<file path="config.mk">
export PLATFORM = sky130hd
export DESIGN_NAME = addsub_acc_stream
export DESIGN_NICKNAME = d
export VERILOG_FILES = /design/src/rtl/addsub_acc_stream.sv
export SDC_FILE = /design/constraint.sdc
export NUM_CORES = 1
export LEC_CHECK = 0
export ABC_AREA = 1
export CORE_ASPECT_RATIO = 0.5
export CORE_MARGIN = 4
export CORE_UTILIZATION = 25
export CTS_CLUSTER_SIZE = 24
export DETAILED_ROUTE_END_ITERATION = 12
export PLACE_DENSITY = 0.5
export SETUP_SLACK_MARGIN = 0.4
export SLEW_MARGIN = 40
export SYNTH_ARGS = -nofsm -noshare
export SYNTH_HDL_FRONTEND = slang
export SYNTH_SLANG_ARGS = --single-unit
</file>
<file path="constraint.sdc">
create_clock -name clk -period 2.5 [get_ports clk]
set_input_delay 0.25 -clock clk [delete_from_list [all_inputs] [get_ports clk]]
set_output_delay 0.25 -clock clk [all_outputs]
set_load 0.01 [all_outputs]
</file>
<file path="src/rtl/addsub_acc_stream.sv">
// Registered unsigned add/subtract unit with accumulator, optional saturation,
// valid/ready streaming handshake, zero flag and saturating transaction counter.
module addsub_acc_stream #(
    parameter int unsigned WIDTH = 4,
    parameter int unsigned SAT   = 0,
    parameter int unsigned CNT_W = 8
) (
    input  logic             clk,
    input  logic             rst,
    input  logic             in_valid,
    output logic             in_ready,
    input  logic [WIDTH-1:0] a,
    input  logic [WIDTH-1:0] b,
    input  logic [1:0]       op,
    input  logic             clr_acc,
    output logic             out_valid,
    input  logic             out_ready,
    output logic [WIDTH:0]   result,
    output logic             zero,
    output logic [WIDTH-1:0] acc,
    output logic [CNT_W-1:0] txn_cnt
);

    localparam int unsigned RW = WIDTH + 1;

    logic             accept;
    logic [WIDTH-1:0] lhs;
    logic [WIDTH-1:0] rhs;
    logic [WIDTH:0]   raw;
    logic             flag;
    logic [WIDTH-1:0] low;

    // Single output register: a slot is free when empty or being drained.
    assign in_ready = !out_valid || out_ready;
    assign accept   = in_valid && in_ready;

    // Operand select, WIDTH+1 arithmetic and optional saturation of the low bits.
    always_comb begin
        lhs = a;
        rhs = b;
        if (op[1]) begin
            lhs = clr_acc ? '0 : acc;
            rhs = a;
        end
        raw  = op[0] ? (RW'(lhs) - RW'(rhs)) : (RW'(lhs) + RW'(rhs));
        flag = raw[WIDTH];
        low  = raw[WIDTH-1:0];
        if ((SAT != 0) && flag) begin
            low = op[0] ? '0 : '1;
        end
    end

    // Output register with handshake-controlled load/hold.
    always_ff @(posedge clk or posedge rst) begin
        if (rst) begin
            out_valid <= 1'b0;
            result    <= '0;
            zero      <= 1'b0;
        end else if (accept) begin
            out_valid <= 1'b1;
            result    <= {flag, low};
            zero      <= (low == '0);
        end else if (out_ready) begin
            out_valid <= 1'b0;
        end
    end

    // Accumulator: accumulate ops take priority; clr_acc alone clears.
    always_ff @(posedge clk or posedge rst) begin
        if (rst) begin
            acc <= '0;
        end else if (accept && op[1]) begin
            acc <= low;
        end else if (clr_acc) begin
            acc <= '0;
        end
    end

    // Saturating count of accepted transactions.
    always_ff @(posedge clk or posedge rst) begin
        if (rst) begin
            txn_cnt <= '0;
        end else if (accept && (txn_cnt != '1)) begin
            txn_cnt <= txn_cnt + CNT_W'(1);
        end
    end

endmodule

</file>
==> results of run 1 <==
==> synth_stat cells <==
cell      number
a21oi_1        2
a21oi_4        2
buf_6          1
dfrtp_1       19
fa_1           1
ha_1           6
inv_1         24
inv_2          2
inv_4          1
nand2_1       60
nand2_2        1
nand3_1        5
nand3_2        1
nand3b_1       3
nand4_1        1
nor2_1         9
nor2_2         1
nor3_1         2
nor3_4         1
o21a_1         1
o21ai_0       13
o21ai_1        3
xnor2_1        5
xor2_1         2
==> report_power, final <==
group	switching (mW)	internal (mW)	leakage, nW
logic	0.265	0.291	0.605
registers	0.0792	0.386	0.242
clock network	0.112	0.112	0.0217
total	0.456	0.789	0.869
==> layer usage <==
| metal | share of wire, % | global-route usage, % |
|---|---|---|
| met2 | 48 | 16.6 |
| met5 | 0 | 0 |
| met4 | 0.92 | 2.70 |
| met1 | 47 | 13.3 |
| met3 | 4.3 | 2.45 |
==> stage by stage <==
stage          util, %  setup TNS [ns]
2_1_floorplan        -               0
3_3_place_gp      36.4         -0.0424
3_5_place_dp      36.4         -0.0737
4_1_cts           38.3               0
5_1_grt           39.2               0
6_report          39.2               0
==> cells by family after synthesis <==
group                    Yosys count
AO/OA/AOI/OAI                     21
XOR/XNOR                           7
adder cells (fa/ha/maj)            7
buffers and inverters             28
flip-flops                        19
AND/OR/NAND/NOR                   84
==> state kept, by name, summed over array words and instances, names as in the netlist <==
name       cells
zero           1
out_valid      1
result         5
acc            4
txn_cnt        8
==> cell usage in the layout, fill, tap and decap left out, drive strengths merged, types with 2 or more instances in the layout <==
cell type and instances:
a21oi 4, buf 5, clkbuf 3, clkdlybuf4s50 31
dfrtp 19, dlymetal6s2s 2, ha 6, inv 26
nand2 61, nand3 6, nand3b 3, nor2 10
nor3 3, o21ai 16, xnor2 5, xor2 2
==> final cells by class <==
type                            count  area, um^2  area share [%]
Timing Repair Buffer               39         385            21.4
Clock inverter                      1        7.51           0.416
Clock buffer                        3        41.3            2.29
Multi-Input combinational cell    119         707            39.2
Inverter                           27         104            5.76
Tap cell                           66        82.6            4.58
Sequential cell                    19         475            26.4
==> how the worst max path moves through the flow <==
stage | startpoint | to | slack [ns] | cells past startpoint
2_1_floorplan | op[1] | zero | 0.72 | 9
3_3_place_gp | op[1] | acc[3] | -0.02 | 11
3_5_place_dp | op[1] | result[3] | -0.04 | 10
4_1_cts | a[1] | acc[3] | 0.40 | 12
5_1_grt | clr_acc | zero | 0.40 | 11
6_report | b[1] | result[3] | 0.52 | 10
==> repair_timing <==
action | in CTS | in global routing
buffers inserted | 1 | 1
setup endpoints to repair | 6 | 6
gates resized for setup | 9 | 13
pin swaps | 5 | 6
cloned | 0 | 0
==> key figures, run 1 <==
Timing
  • Clock skew: 0.000703 ns
  • Hold Fails Final Rpt: 0
  • Tmin final: 1.98 ns
  • Hold Slack: 0.306 ns
  • Actual slew at the worst max-slew pin: 0.678 ns
  • Max Fclk: 504 MHz
  • Worst Slack Setup Final: 0.516 ns
  • Setup-failing EPs final: 0
  • RSZ-0062 raised after global routing: yes
  • Slew margin rel.: 54.5%
  • Final worst path period share: 79.4%
  • Final slew viol count: 0

Global route
  • Total track usage: 10.1%
  • Total grt overflow: 0
  • Initial antenna violation count: 0
  • Largest net degree at the start of global routing: 20
  • Number of global-route vias before repair: 1,079
  • First-pass GRT wire length: 5030 um

Final layout
  • Filler cells: 523
  • Layout Cells excl Fill: 274
  • Final Cell Area: 1800 um^2
  • N_diodes: 0
  • Fin nets: 231
  • Area grow syn2layout: 45.6%
  • Share of layout cells above drive strength 1: 14.9%

Clock network
  • Hold_buf cts: 0
  • Root Buffer: clkbuf_8
  • CTS tree: done
  • TritonCTS sink count: 19
  • Clock Tree Buf Depth: 2
  • H-tree levels: 1
  • Worst skew pair latency: 0.26 ns
  • Number of CTS-inserted buffers: 3
  • Reg clk slew, reported paths: 0.08 ns

Synthesis
  • Largest area contributor in the synthesized netlist: dfrtp_1
  • Mapped cell area: 1240 um^2
  • Compound-Gate Fraction of Synth Area: 10.5%
  • Post-Synth Adder-Cell Area: 7.68%
  • Largest family of logic cells by synthesized area: simple AND/OR/NAND/NOR gates
  • Top post-synthesis cells by area: dfrtp_1, nand2_1, inv_1, ha_1, o21ai_0
  • Yosys warns: 0
  • Syn nets: 188
  • Proportion of synthesized area in mux cells: 0%
  • Register area share after synthesis: 38.4%
  • Syn_area_per_cell: 7.46 um^2
  • Register bit count reported by yosys: 19
  • Synth Instances: 166
  • Xor and xnor area share after synthesis: 4.95%
  • Simple-gate share of the synthesized area: 29.2%
  • Post-synth cell types: 24
  • Top-area cell type share of the netlist area: 38.4%

Floorplan
  • Core ar.: 4590 um^2
  • Die X: 108 um
  • I/O pin total: 35
  • Die H: 57.8 um
  • Full die area: 6210 um^2
  • Initial Utilization: 27.0%
  • # rows: 17

Setup path
  • Critical path class: input port to flop
  • RR Endpoint: zero
  • Delay-heaviest family, CP: adder cells
  • Worst Path Required: 2.65 ns
  • RR Startpoint: acc[0]
  • Bufs and invs on worst path: 1
  • CP endpoint kind: flop
  • CP Data Arrival Time: 2.13 ns
  • R2R setup slack: 0.77 ns
  • Crit path largest cell delay: 0.42 ns
  • Peak fanout along the critical path: 4
  • R2r worst-path depth: 9
  • Max stage delay cell, worst path: clkdlybuf4s50_1
  • Worst setup SP type: input port
  • CP Cell Sequence: clkdlybuf4s50_1, o21ai_2, ha_2, nor2_2, xor2_1, ha_1, a21oi_2, nand2_2, xnor2_2, o21ai_0

Route
  • DR pass1 iterations: 4
  • Post-route ant nets: 0
  • DRC errors left: 0
  • Wire per inst: 10.7 um
  • DRT iter0 DRCs: 49
  • Vias/cell: 4.09
  • Via Count: 1,121
  • Final wirelength: 2940 um

Placement
  • Port Buffer Count: 34
  • Place WS: -0.0380 ns
  • Post-detail-place hpwl: 2310 um
  • Placer Congestion: 0.743
  • Placed cells: 268
  • Post-DP Area: 1670 um^2

Outcome
  • Status: finished, final reports clean

Power
  • Total power: 1.25 mW
  • Leakage power: 0.869 nW
  • PD cells: 691 nW/um^2
  • Maximum VDD drop: 0.000202 V

Worst hold path
  • Min-delay worst type: input port to async pin

Run
  • Max_cap viols: 0
Power figures use the tool's default switching activity.
==> run 2: changes to the inputs <==
--- a/config.mk
+++ b/config.mk
@@ -11,7 +11,7 @@
 export CORE_UTILIZATION = 25
 export CTS_CLUSTER_SIZE = 24
 export DETAILED_ROUTE_END_ITERATION = 12
-export PLACE_DENSITY = 0.5
+export PLACE_DENSITY = 0.52
 export SETUP_SLACK_MARGIN = 0.4
 export SLEW_MARGIN = 40
 export SYNTH_ARGS = -nofsm -noshare
==> constraint.sdc (replaced) <==
create_clock -name clk -period 1.7 [get_ports clk]
set_input_delay 0.17 -clock clk [delete_from_list [all_inputs] [get_ports clk]]
set_output_delay 0.17 -clock clk [all_outputs]
set_load 0.01 [all_outputs]
==> run 2 against run 1 <==
Net effect: clock power increased by 48%; via count is 12% higher; design area increased by 20%; non-clock buffer count up 30; first-iteration DRC count shrank 14%; cell count rose by 11%; combinational power rose by 93%; clock skew is 0.0042 ns higher; critical path type is now flop to flop; largest cell class unchanged; largest power group unchanged.
==> key figures, run 2 (synthesis results as in run 1) <==
Outcome
  • Status: finished, final reports clean (unchanged)

Timing
  • Final slew viol count: 0 (unchanged)
  • Actual slew at the worst max-slew pin: 0.254 ns (was 0.678 ns)
  • Worst Slack Setup Final: 0.0530 ns (was 0.516 ns)
  • Tmin final: 1.65 ns
  • Hold Slack: 0.225 ns (was 0.306 ns)
  • RSZ-0062 raised after global routing: yes (unchanged)
  • Clock skew: 0.00488 ns (was 0.000703 ns)
  • Final worst path period share: 96.9%
  • Max Fclk: 607 MHz
  • Hold Fails Final Rpt: 0 (unchanged)
  • Setup TNS: 0 ns (unchanged)
  • Setup-failing EPs final: 0 (unchanged)
  • Slew margin rel.: 83.0% (was 54.5%)

Setup path
  • Worst setup SP type: flop (was input port)
  • CP Cell Sequence: nand2_1, nand2_1, o21ai_1, ha_2, fa_2, nand2_2, nor3_2, nand2_1, nand2_1 (was clkdlybuf4s50_1, o21ai_2, ha_2, nor2_2, xor2_1, ha_1, a21oi_2, nand2_2, xnor2_2, o21ai_0)
  • Worst Path Required: 1.91 ns (was 2.65 ns)
  • RR Endpoint: zero (unchanged)
  • Crit path launch: acc[0] (was b[1])
  • Critical path class: flop to flop (was input port to flop)
  • CP Data Arrival Time: 1.86 ns (was 2.13 ns)
  • Max stage delay cell, worst path: fa_2 (was clkdlybuf4s50_1)
  • R2R setup slack: 0.05 ns (was 0.77 ns)
  • CP endpoint kind: flop (unchanged)
  • RR Startpoint: acc[0] (unchanged)
  • Most numerous cell on the critical path: nand2_1
  • Peak fanout along the critical path: 2 (was 4)
  • Crit path largest cell delay: 0.54 ns (was 0.42 ns)
  • R2r worst-path depth: 9 (unchanged)
  • Worst setup endpoint: zero (was result[3])

Route
  • Final wirelength: 3200 um (was 2940 um)
  • Vias/cell: 4.10 (was 4.09)
  • Via Count: 1,251 (was 1,121)
  • DRC errors left: 0 (unchanged)
  • Wire per inst: 10.5 um (was 10.7 um)
  • DRT iter0 DRCs: 42 (was 49)
  • Post-route ant nets: 0 (unchanged)
  • DR pass1 iterations: 4 (unchanged)

Floorplan
  • Core ar.: 4590 um^2 (unchanged)
  • I/O pin total: 35 (unchanged)
  • # rows: 17 (unchanged)
  • Initial Utilization: 27.0% (unchanged)
  • Die X: 108 um (unchanged)
  • Full die area: 6210 um^2 (unchanged)
  • Die H: 57.8 um (unchanged)

Final layout
  • Largest registers: txn_cnt (8), result (5), acc (4) (unchanged)
  • Most frequent cells in the layout: nand2_1, buf_4, dlygate4sd2_1 (was nand2_1, clkdlybuf4s50_1, inv_1)
  • Area grow syn2layout: 74.7% (was 45.6%)
  • N_diodes: 0 (unchanged)
  • Register with the highest flop count: txn_cnt (unchanged)
  • Share of layout cells above drive strength 1: 37.7% (was 14.9%)
  • Most common cell after layout, fill and taps aside: nand2_1 (unchanged)
  • Flip-flop count of the largest register after layout: 8 (unchanged)
  • Fin nets: 262 (was 231)
  • Final Cell Area: 2160 um^2 (was 1800 um^2)

Power
  • Leakage power: 1.11 nW (was 0.869 nW)
  • Maximum VDD drop: 0.000365 V (was 0.000202 V)
  • PD cells: 950 nW/um^2 (was 691 nW/um^2)

Placement
  • Port Buffer Count: 34 (unchanged)
  • Place WS: -0.621 ns (was -0.0380 ns)
  • Placer Congestion: 0.783 (was 0.743)
  • Post-DP Area: 1830 um^2 (was 1670 um^2)
  • Post-detail-place hpwl: 2380 um (was 2310 um)

Global route
  • Initial antenna violation count: 0 (unchanged)
  • Total track usage: 11.1% (was 10.1%)
  • Number of global-route vias before repair: 1,312 (was 1,079)
  • First-pass GRT wire length: 5620 um (was 5030 um)
  • Largest net degree at the start of global routing: 20 (unchanged)
  • Total grt overflow: 0 (unchanged)

Clock network
  • Number of CTS-inserted buffers: 3 (unchanged)
  • CTS tree: done (unchanged)
  • Clock Tree Buf Depth: 2 (unchanged)
  • H-tree levels: 1 (unchanged)
  • TritonCTS sink count: 19 (unchanged)
  • Hold_buf cts: 0 (unchanged)
  • Worst skew pair latency: 0.26 ns (about the same)
  • Root Buffer: clkbuf_8 (unchanged)
  • Reg clk slew, reported paths: 0.08 ns (about the same)

Worst hold path
  • Min-delay worst type: input port to async pin (unchanged)

Run
  • Max_cap viols: 0 (unchanged)
run 2: cell types whose count changed in the layout (fill, tap and decap cells not counted), sizes merged:
cell | before | now
inv | 26 | 27
a21oi | 4 | 5
dlymetal6s2s | 2 | 0
clkbuf | 3 | 4
clkinv | 1 | 0
dlygate4sd2 | 1 | 22
clkdlybuf4s15 | 0 | 5
buf | 5 | 36
clkdlybuf4s50 | 31 | 5
run 2: worst min path at each step:
stage                          from         to  slack [ns]
final                           rst  result[0]        0.23
after global routing            rst  result[0]        0.26
after global placement    result[0]  result[0]        0.47
after detailed placement  result[4]  result[4]        0.48
after floorplan                 rst     acc[0]        0.12
after CTS                       rst  result[0]        0.24
run 2: through the flow:
stage / std cells / util (%) / total power, mW
4_1_cts: 299 / 44.4 / 1.95
5_1_grt: 305 / 47.1 / 2.24
6_report: 305 / 47.1 / 2.06
3_5_place_dp: 281 / 39.9 / 1.53
3_3_place_gp: 281 / 39.9 / 1.52
2_1_floorplan: 166 / - / 1.11
run 2: final cells by class:
class / count / area (um^2)
clock inverters: 1 / 7.51
flip-flops and latches: 19 / 477
fillers: 485 / 2430
repair buffers: 69 / 606
inverters: 27 / 111
multi-input cells: 120 / 840
well taps: 66 / 82.6
clock buffers: 3 / 41.3
run 2: layer usage:
layer | GRT usage [%] | share of wire, %
met5 | 0 | 0
met4 | 3.24 | 0.88
met2 | 19.8 | 51
met1 | 13.3 | 44
met3 | 2.67 | 4.3
run 2: power breakdown:
part | switching (mW) | internal [mW] | total, mW
Sequential | 0.0803 | 0.570 | 0.650
Clock | 0.166 | 0.166 | 0.332
Combinational | 0.521 | 0.554 | 1.07
Total | 0.767 | 1.29 | 2.06
run 2: repair_timing:
action,4_1_cts,5_1_grt
gates cloned,1,0
setup endpoints to repair,38,18
setup buffers,13,6
pin swaps,32,11
gates resized for setup,64,26
run 2: worst max-delay path, delay by kind of cell (launching register included):
family	cells	cell delay, ns
adders and majority gates	2	0.74
and+or+nand+nor	6	0.46
DFF	1	0.34
AOI/OAI and AO/OA	1	0.06
==> RTL change (flow settings as in run 2) <==
`CNT_W`: 8 -> 9.
--- a/src/rtl/addsub_acc_stream.sv
+++ b/src/rtl/addsub_acc_stream.sv
@@ -4,5 +4,5 @@
     parameter int unsigned WIDTH = 4,
     parameter int unsigned SAT   = 0,
-    parameter int unsigned CNT_W = 8
+    parameter int unsigned CNT_W = 9
 ) (
     input  logic             clk,
Ports: changed (resized txn_cnt); port bits go from 35 to 36. The function was not compared with the original's and may differ.
==> RTL change against run 2 <==
  * Clock power rose by 45%
  * Die area grew 2.9%
  * Setup slack improved by 24 ps
  * Area after synthesis increased by 3.2%
  * Cell count is 1.3% lower
  * Design area grew 8.3%
  * Routed wire length increased by 3.0%
  * Register-to-register slack better by 60 ps
  * Power is 14% higher
  * Sequential share of layout area decreased by 0.63 points
  * Sequential cell count grew 1
==> RTL change: results (changes against run 2) <==
Vias per inst - 4.093 (was 4.102)
Grt met2 use - 19.46% (was 19.79%)
Total global-route track usage - 10.76% (was 11.06%)
1st-iter DRT viols - 18 (was 42)
Largest stage delay on the critical path - 580 ps (was 540 ps)
Register area share after synthesis - 39.14% (was 38.38%)
FF-to-FF setup slack - 110 ps (was 50 ps)
Crit path max fanout - 6 (was 2)
Clock skew - 0.8520 ps (was 4.883 ps)
Met3 usage - 1.972% (was 2.670%)
IO Port Bufs - 35 (was 34)
Area contributors post-synth - dfrtp_1, nand2_1, inv_1, ha_1, xor2_1 (was dfrtp_1, nand2_1, inv_1, ha_1, o21ai_0)
DPL Wire Length - 2426 µm (was 2378 µm)
Max VDD drop - 0.7112 mV (was 0.3646 mV)
First-pass GRT wire length - 5575 µm (was 5616 µm)
Switch Pwr - 837.2 µW (was 767.4 µW)
CP arrival - 1830 ps (was 1860 ps)
Leakage - 0.001200 µW (was 0.001113 µW)
GR Util met1 - 13.61% (was 13.34%)
Nets - 255 (was 262)
WHS - 206.3 ps (was 225.4 ps)
Synth top cells by count - nand2_1, inv_1, dfrtp_1 (unchanged)
Status - finished, final reports clean (unchanged)
Pin count of the biggest net entering global routing - 13 (was 20)
Vias in the first global route - 1276 (was 1312)
Share of cells above drive strength 1 - 47.19% (was 37.66%)
## RTL change: cell types whose count changed after synthesis, sizes merged, moves of 2 or more
cell	before	now
nand2	61	53
xor2	2	7
o21ai	16	13
nand3b	3	1
## RTL change: logic make-up after synthesis
logic type	synth area share, %
buffers and inverters	8.806
AOI/OAI and AO/OA	8.220
and+or+nand+nor	27.30
xor gates and xnor gates	8.122
adders and majority gates	8.415
DFF	39.14
## RTL change: repair_timing
| action | CTS | global route |
|---|---|---|
| setup endpoints to repair | 40 | 19 |
| gates cloned | 0 | 0 |
| pin swaps | 38 | 10 |
| resized for setup | 81 | 30 |
| hold buffers | 0 | 0 |
| setup buffers | 11 | 3 |
## RTL change: power by group through the flow
| stage | combinational, µW | clock [µW] | sequential, µW |
|---|---|---|---|
| after floorplan | 426 | 0 | 786 |
| after global placement | 936 | 0 | 724 |
| after CTS | 1070 | 499 | 696 |
| after detailed placement | 943 | 0 | 726 |
| final | 1160 | 481 | 700 |
| after global routing | 1270 | 515 | 721 |
## RTL change: layout make-up
cell class,instances,share of cell area [%]
timing repair buffer,67,24.65
tap,70,3.735
clock inverter,1,1.281
sequential,20,21.40
clock buffer,3,1.761
multi-input combinational,113,42.21
inverter,27,4.963
## RTL change: metrics by stage
stage               cell area [µm²]  TNS [ps]  instances  setup WS, ps
floorplan                      1375         0        161         81.40
global placement               1937     -4546        283        -646.3
detailed placement             1937     -4780        283        -688.2
CTS                            2185         0        298         87.77
global route                   2345         0        301         7.705
finish                         2345         0        301         77.12
## RTL change: final timing paths
kind / from / endpoint / cells after the start
max in group asynchronous: rst / acc[0]$_DFF_PP0_ / 3
setup / recovery: op[1] / zero$_DFFE_PP0P_ / 11
hold / removal: rst / txn_cnt[8]$_DFFE_PP0P_ / 2
min in group clk: result[4]$_DFFE_PP0P_ / result[4]$_DFFE_PP0P_ / 2
hold reg to reg: result[4]$_DFFE_PP0P_ / result[4]$_DFFE_PP0P_ / 2
setup reg to reg: acc[0]$_DFF_PP0_ / zero$_DFFE_PP0P_ / 7
## RTL change: worst max-delay path, delay by kind of cell
family / cells / cell delay, ps
adders and majority gates: 2 / 810
and+or+nand+nor: 4 / 320
buffers and inverters: 3 / 270
AOI/OAI and AO/OA: 2 / 250
## RTL change: layer usage
metal | up-vias | share of wire (%) | wire length [µm]
li1 | 640 | - | -
met1 | 575 | 45 | 1466
met2 | 15 | 51 | 1689
met3 | 2 | 3.4 | 111
met4 | 0 | 0.70 | 23
met5 | - | 0 | 0
